--- config.mk ---
export PLATFORM = sky130hd
export DESIGN_NAME = ps2_bus_ctrl
export DESIGN_NICKNAME = d
export VERILOG_FILES = /design/src/rtl/ps2_pkg.sv /design/src/rtl/ps2_timer.sv /design/src/rtl/ps2_bus_ctrl.sv
export SDC_FILE = /design/constraint.sdc
export NUM_CORES = 1
export LEC_CHECK = 0
export ABC_AREA = 1
export CAP_MARGIN = 0
export CORE_UTILIZATION = 50
export DETAILED_ROUTE_END_ITERATION = 6
export PLACE_DENSITY_LB_ADDON = 0.12
export SLEW_MARGIN = 20
export SYNTH_ARGS = -nofsm -noshare
export SYNTH_HDL_FRONTEND = slang
export SYNTH_SLANG_ARGS = --single-unit
export TNS_END_PERCENT = 1
--- constraint.sdc ---
create_clock -name clk -period 3.6 [get_ports clk]
set_clock_uncertainty 0.2 [all_clocks]
set_input_delay 0.72 -clock clk [delete_from_list [all_inputs] [get_ports clk]]
set_output_delay 0.72 -clock clk [all_outputs]
set_load 0.05 [all_outputs]
--- src/rtl/ps2_pkg.sv ---
// PS/2 host bus controller shared definitions.
// State codes, default timing constants and a sizing helper.
package ps2_pkg;

  localparam logic [2:0] S_IDLE    = 3'd0;
  localparam logic [2:0] S_RX      = 3'd1;
  localparam logic [2:0] S_INHIBIT = 3'd2;
  localparam logic [2:0] S_RTS     = 3'd3;
  localparam logic [2:0] S_TX      = 3'd4;

  localparam int INHIBIT_DEF = 5000;
  localparam int RTS_DEF     = 50;
  localparam int TIMEOUT_DEF = 750000;

  function automatic int max3(input int a, input int b, input int c);
    int m;
    m = (a > b) ? a : b;
    return (m > c) ? m : c;
  endfunction

endpackage

--- src/rtl/ps2_timer.sv ---
// Saturating up-counter shared by phase timing and frame timeout.
// expire flags the cycle on which the count reaches limit.
module ps2_timer #(
  parameter int W = 8
) (
  input  logic         clk,
  input  logic         rst,
  input  logic         load,
  input  logic         enable,
  input  logic [W-1:0] limit,
  output logic         expire
);

  logic [W-1:0] cnt_q, cnt_d;

  always_comb begin
    cnt_d = cnt_q;
    if (load)
      cnt_d = '0;
    else if (enable && cnt_q != '1)
      cnt_d = cnt_q + 1'b1;
  end

  always_ff @(posedge clk or negedge rst) begin
    if (!rst) cnt_q <= '0;
    else      cnt_q <= cnt_d;
  end

  // one extra bit keeps cnt+1 from wrapping at the top of the range
  assign expire = ({1'b0, cnt_q} + 1'b1) >= {1'b0, limit};

endmodule

--- src/rtl/ps2_bus_ctrl.sv ---
// PS/2 host bus arbiter: device frames, host inhibit/RTS/transmit
// sequencing and inter-edge timeout. Every output is a flop.
module ps2_bus_ctrl
  import ps2_pkg::*;
#(
  parameter int INHIBIT_CYC = INHIBIT_DEF,
  parameter int RTS_CYC     = RTS_DEF,
  parameter int TIMEOUT_CYC = TIMEOUT_DEF
) (
  input  logic       clk,
  input  logic       rst,
  input  logic       fall_edge,
  input  logic       tx_req,
  input  logic [7:0] tx_byte,
  input  logic       rx_done,
  input  logic [7:0] rx_byte,
  input  logic       trama_terminada,
  output logic       tx_ack,
  output logic       tx_start,
  output logic [7:0] tx_data,
  output logic       tx_idle,
  output logic       ps2_c_low,
  output logic       ps2_d_low,
  output logic       rx_valid,
  output logic [7:0] rx_data,
  output logic       busy,
  output logic       timeout_err
);

  localparam int MAXC = max3(INHIBIT_CYC, RTS_CYC, TIMEOUT_CYC);
  localparam int W    = $clog2(MAXC + 1);

  localparam logic [W-1:0] INH_L = W'(INHIBIT_CYC);
  localparam logic [W-1:0] RTS_L = W'(RTS_CYC);
  localparam logic [W-1:0] TO_L  = W'(TIMEOUT_CYC);

  logic [2:0] state_q, state_d;
  logic [7:0] tx_data_q, tx_data_d;
  logic [7:0] rx_data_q, rx_data_d;
  logic       ack_q, ack_d;
  logic       start_q, start_d;
  logic       rxv_q, rxv_d;
  logic       to_q, to_d;
  logic       c_low_q, c_low_d;
  logic       d_low_q, d_low_d;
  logic       idle_q, idle_d;
  logic       busy_q, busy_d;

  logic         tmr_load;
  logic         tmr_exp;
  logic [W-1:0] tmr_limit;

  always_comb begin
    tmr_limit = TO_L;
    if (state_q == S_INHIBIT) tmr_limit = INH_L;
    if (state_q == S_RTS)     tmr_limit = RTS_L;
  end

  ps2_timer #(.W(W)) u_timer (
    .clk    (clk),
    .rst    (rst),
    .load   (tmr_load),
    .enable (state_q != S_IDLE),
    .limit  (tmr_limit),
    .expire (tmr_exp)
  );

  always_comb begin
    state_d   = state_q;
    tx_data_d = tx_data_q;
    rx_data_d = rx_data_q;
    ack_d     = 1'b0;
    start_d   = 1'b0;
    rxv_d     = 1'b0;
    to_d      = 1'b0;
    tmr_load  = 1'b0;
    unique case (1'b1)
      (state_q == S_IDLE): begin
        // a device frame already in flight beats a host request
        if (fall_edge) begin
          state_d  = S_RX;
          tmr_load = 1'b1;
        end else if (tx_req) begin
          state_d   = S_INHIBIT;
          tx_data_d = tx_byte;
          ack_d     = 1'b1;
          tmr_load  = 1'b1;
        end
      end
      (state_q == S_RX): begin
        if (rx_done) begin
          state_d   = S_IDLE;
          rx_data_d = rx_byte;
          rxv_d     = 1'b1;
        end else if (fall_edge) begin
          tmr_load = 1'b1;
        end else if (tmr_exp) begin
          state_d = S_IDLE;
          to_d    = 1'b1;
        end
      end
      (state_q == S_INHIBIT): begin
        if (tmr_exp) begin
          state_d  = S_RTS;
          tmr_load = 1'b1;
        end
      end
      (state_q == S_RTS): begin
        if (tmr_exp) begin
          state_d  = S_TX;
          start_d  = 1'b1;
          tmr_load = 1'b1;
        end
      end
      (state_q == S_TX): begin
        if (trama_terminada) begin
          state_d = S_IDLE;
        end else if (fall_edge) begin
          tmr_load = 1'b1;
        end else if (tmr_exp) begin
          state_d = S_IDLE;
          to_d    = 1'b1;
        end
      end
      default: state_d = S_IDLE;
    endcase
    c_low_d = (state_d == S_INHIBIT);
    d_low_d = (state_d == S_RTS);
    idle_d  = (state_d == S_IDLE) || (state_d == S_RX);
    busy_d  = (state_d != S_IDLE);
  end

  always_ff @(posedge clk or negedge rst) begin
    if (!rst) begin
      state_q   <= S_IDLE;
      tx_data_q <= '0;
      rx_data_q <= '0;
      ack_q     <= 1'b0;
      start_q   <= 1'b0;
      rxv_q     <= 1'b0;
      to_q      <= 1'b0;
      c_low_q   <= 1'b0;
      d_low_q   <= 1'b0;
      idle_q    <= 1'b1;
      busy_q    <= 1'b0;
    end else begin
      state_q   <= state_d;
      tx_data_q <= tx_data_d;
      rx_data_q <= rx_data_d;
      ack_q     <= ack_d;
      start_q   <= start_d;
      rxv_q     <= rxv_d;
      to_q      <= to_d;
      c_low_q   <= c_low_d;
      d_low_q   <= d_low_d;
      idle_q    <= idle_d;
      busy_q    <= busy_d;
    end
  end

  assign tx_ack      = ack_q;
  assign tx_start    = start_q;
  assign tx_data     = tx_data_q;
  assign tx_idle     = idle_q;
  assign ps2_c_low   = c_low_q;
  assign ps2_d_low   = d_low_q;
  assign rx_valid    = rxv_q;
  assign rx_data     = rx_data_q;
  assign busy        = busy_q;
  assign timeout_err = to_q;

endmodule

Word-level counts from Yosys, hierarchy flattened
Cells that the tools add are included.
- $add $sub $neg: 2
- multiply operators: 0
- div/mod/pow operators: 0
- $lt $le $gt $ge: 1
- equality and inequality tests: 8
- shift-type cells: 0
- mux-type cells: 29
- bitwise logic cells: 1
- reduce and logical (&&, ||, !) cells: 10
- operator list (kind ; count):
    20-bit two-way mux ; 4
    3-bit two-way mux ; 8
    20-bit by 1-bit adder with 21-bit output (second input constant) ; 1
    21-bit by 20-bit greater-or-equal comparator with 1-bit output ; 1
    20-bit by 1-bit adder with 20-bit output (second input constant) ; 1
    20-bit inequality test (second input constant) ; 1
    3-bit one-hot mux with 5 select lines ; 1
    1-bit two-way mux ; 14
    3-bit by 2-bit equality test with 1-bit output (second input constant) ; 4
    3-bit by 1-bit equality test with 1-bit output (second input constant) ; 2
    3-bit logical NOT ; 2
    3-bit nonzero test ; 2
    1-bit one-hot mux with 4 select lines ; 1
    3-bit equality test (second input constant) ; 1
    3-bit AND reduction ; 1
    1-bit one-hot mux with 2 select lines ; 1
    2-bit AND reduction ; 1
    2-bit nonzero test ; 1
    2-bit OR reduction ; 1
    1-bit logical AND ; 1
    1-bit logical OR ; 1
    1-bit NOT ; 1
- register bits after elaboration: 47
- latch bits: 0
- bits in writable memories: 0
- bits in read-only memories: 0
- input port bits: 22
- logic and storage cells: 63
- memories kept: 0

Longest topological paths before layout
- word-level depth: 10
- mapped depth: 24

Hierarchy
From an unflattened synthesis, not the netlist that was laid out.
- cell total of the unflattened synthesis: 400
- area, all modules: 3014.1 µm²
- by module, submodules not included (module ; times used ; cells each ; area an instance (µm²) ; seq. area each (µm²)):
    ps2_timer ; 1 ; 274 ; 1869.3 ; 500.5
    ps2_bus_ctrl ; 1 ; 126 ; 1144.8 ; 676.9

Worst setup path after synthesis
Ideal clock, no wire load.
- kind: register -> register
- start point: register u_timer.cnt_q[0]
- end point: register u_timer.cnt_q[0]
- setup time: 121 ps
- arrival: 2729 ps
- path slack: 550 ps
- cell stages (with the launch flop): 24
- buffers on the path: 1
- cells stage by stage: dfrtp_1 ha_1 nand2_1 nor2_2 nand3_1 nor2_1 nand3_1 xor2_1 inv_1 ha_1 nand2_1 nor2_1 nand3_1 nor2_1 nand3_1 nor2_1 nand2_1 nand2_1 nand2_2 nand3_2 nand2_1 nand2_2 buf_6 nor2_2
- cells in the longest elaborated chain, start to end: 5
- RTL lines (item ; line ; text):
    start: declaration ; ps2_timer.sv:14 ; logic [W-1:0] cnt_q, cnt_d;
    start signal: assignment ; ps2_timer.sv:26 ; else cnt_q <= cnt_d;
    20-bit by 1-bit adder with 21-bit output ; ps2_timer.sv:30 ; assign expire = ({1'b0, cnt_q} + 1'b1) >= {1'b0, limit};
    21-bit by 20-bit greater-or-equal comparator with 1-bit output ; ps2_timer.sv:30 ;
    1-bit two-way mux ; ps2_bus_ctrl.sv:103, ps2_bus_ctrl.sv:109 ;
    1-bit one-hot mux with 4 select lines ; ps2_bus_ctrl.sv:77 ; unique case (1'b1)
    20-bit two-way mux / 2-bit nonzero test (equally long branches) ; - ;
Several ways; a longest one is shown, not always the timed one. The select of a mux whose other input is x is not followed.
A chain may end at the register's enable or synchronous reset.

Worst setup path in the final report
- start point: register u_timer.cnt_q[0]
- end point: register u_timer.cnt_q[9]
The elaborated chain is that of the path after synthesis.

==> results.yml <==
synth:
  synth_edf_count: 0
  syn-cell-area_um2: 2860
  yosysSeqAreaShare: 0.412
  synthSimpleGateAreaFrac: 0.339
  synthTopCellsByCount: "nand2_1, dfrtp_1, inv_1, nor2_1"
  syn_inst: 377
  yosys.area.top_type: "dfrtp_1"
  synth_mux_area_frac: 0
  synth_area_leaders: "dfrtp_1, nand2_1, ha_1"
  synth_xor_area_frac: 0.0368
  yosysUniqueCellTypes: 33
  syn_avg_cell_area_um2: 7.58
  syn-num-nets: 413
  synth_top_family_by_area: "simple AND/OR/NAND/NOR gates"
  synthAdderAreaFrac: 0.0613
  synth_top_flop_cell: "dfrtp_1"
  synth-async-reset-ratio: 1.00
  yosys_warnings: 0
  synth_compound_area_frac: 0.0827
  synth.most_common_cell: "nand2_1"
  ys_ff_latch: 47
  synth_top_cell_area_share: 0.403
die:
  initial_core_util: 0.519
  dieArea_um2: 6020
  coreArea_um2: 5510
  rows: 27
  die_x_um: 77.6
  die_y_um: 77.6
  pin_count: 46
finish:
  diodes: 0
  final_area_um2: 3500
  layout-drive-gt1-share: 0.143
  synthToLayoutAreaGrowth_pct: 22.4
  num-nets-final: 462
setup_path:
  worstReg2RegStart: "u_timer.cnt_q[0]"
  path_max_fanout: 20
  slowest_stage: "dfrtp_2"
  cp_slowest_stage_delay_ns: 0.42
  path_common_cell: "nand2_1"
  timing.critical_path.to_type: "register"
  worstSetupStartpointType: "register"
  crit_required_ns: 3.59
  arrival_ns: 3.33
  rrSetupSlack_ns: 0.27
  path_cells: "ha_1, nand2_1, nor2_2, nand3_2, nor2_2, nand3_1, xor2_2, inv_1, ha_1, nand2_1, nor2_1, nand3_1, nor2_1, nand3_1, nor2_1, nand2_1, nand2_1, nand2_2, nand3_2, nand2_1, nand2_2, buf_12, a21oi_2"
  critPathKind: "register to register"
  critPathLaunch: "u_timer.cnt_q[0]"
pwr:
  ir_drop_mv: 0.480
  power_uw: 2390
  leakagePower_uw: 0.00173
  power.density_nw_per_um2: 683
timing:
  fin_tns_setup_ns: 0
  fmax_ghz: 0.300
  hold_viol: 0
  worstMarginPinSlew_ns: 0.643
  period_minus_slack_ns: 3.33
  period_share: 0.926
  setup_viol: 0
  relSlewSlack: 0.571
  slew_viol_final: 0
cts:
  cts.sinks: 47
  clk_latency_ns: 0.30
  numCtsBuffers: 5
  ctsHoldBuffers: 0
  cts_setup_buffers: 0
  cts.clk_slew.worst_paths_ns: 0.09
  cts_tree: "built"
  cts_root_buf: "clkbuf_8"
  cts_resized: 0
  cts_max_level: 2
  clockBufferDepth: 2
hold_path:
  hold_class: "input pin to async pin"
global_route:
  grt_max_degree: 48
  grt_pass1_wl_um: 10800
  grt_pass1_vias: 2378
  grt_overflow: 0
  grt.total_usage: 0.227
  antenna_found_initial: 0
placement:
  place_area_um2: 3390
  place_hpwl_um: 4560
  globalplace.congestion: 0.881
  port_buffers: 45
drt:
  first_iter_violations: 143
  dr.pass1.iters: 4
  antenna_left: 0
  wl_um: 6130
  drc: 0
  vias: 2458
  vias_per_cell: 4.93
  wl_per_cell_um: 12.3
outcome:
  status: "completed"
job:
  drv_cap: 0
worst paths after layout:
path                                           to  cells past startpoint
worst max-delay path             u_timer.cnt_q[9]                     23
worst min-delay path            u_timer.cnt_q[12]                      1
worst max register to register   u_timer.cnt_q[9]                     23
worst min register to register         rx_data[2]                      2
max in group asynchronous        u_timer.cnt_q[0]                      1
min in group clk                       rx_data[2]                      2
stage by stage:
stage | hold WS [ns] | worst slack (ns) | util | cells
floorplan | 0.224 | 0.550 | - | 377
global placement | 0.261 | 0.362 | 0.616 | 491
detailed placement | 0.264 | 0.177 | 0.616 | 491
CTS | 0.287 | 0.155 | 0.632 | 499
global route | 0.261 | -0.00775 | 0.635 | 499
finish | 0.201 | 0.265 | 0.635 | 499
registers in the layout (all words and copies together) (netlist names), 3 cells and up:
register / cells
state_q: 3
tx_data: 8
u_timer.cnt_q: 20
rx_data: 8
area by class of cell:
| class | instances | area (um2) |
|---|---|---|
| Tap cell | 72 | 90.1 |
| Timing Repair Buffer | 48 | 483 |
| Inverter | 42 | 158 |
| Sequential cell | 47 | 1180 |
| Fill cell | 481 | 2010 |
| Multi-Input combinational cell | 282 | 1500 |
| Clock inverter | 3 | 20.0 |
| Clock buffer | 5 | 68.8 |
power by group:
part           switching (uW)  internal [uW]
registers                75.9            667
clock network             182            135
logic                     897            433
total                    1150           1230
routing by layer:
layer,vias to the layer above,global-route usage,share of wire,routed length (um)
li1,1270,-,-,-
met1,1127,0.299,0.47,2870
met2,52,0.369,0.48,2930
met3,9,0.0412,0.038,234
met4,0,0.0906,0.016,99
met5,-,0,0,0
layout by cell type, fill, tap and decap left out, types with 3 or more instances in the layout:
cell type	count
xor2_1	7
nand4_1	4
nor2_1	37
nand2_2	7
a21oi_2	14
clkdlybuf4s50_1	44
ha_1	14
dfrtp_1	45
clkbuf_8	5
nor3_1	3
xnor2_1	4
a21oi_1	13
nand3_2	4
buf_4	3
nand2_1	135
nand3_1	13
nor2_2	13
inv_1	38
cell families after synthesis:
family | Yosys count
simple gates | 222
buf+inv | 48
flops | 47
compound gates | 34
fa+ha+maj | 14
xor+xnor | 12
critical path: cells and delay by family (launching register included):
kind,cells,cell delay [ns]
adder cells (fa/ha/maj),2,0.49
flip-flops,1,0.42
buffers and inverters,2,0.25
AO/OA/AOI/OAI,1,0.05
XOR/XNOR,1,0.17
AND/OR/NAND/NOR,17,1.67
Power figures use the tool's default switching activity.
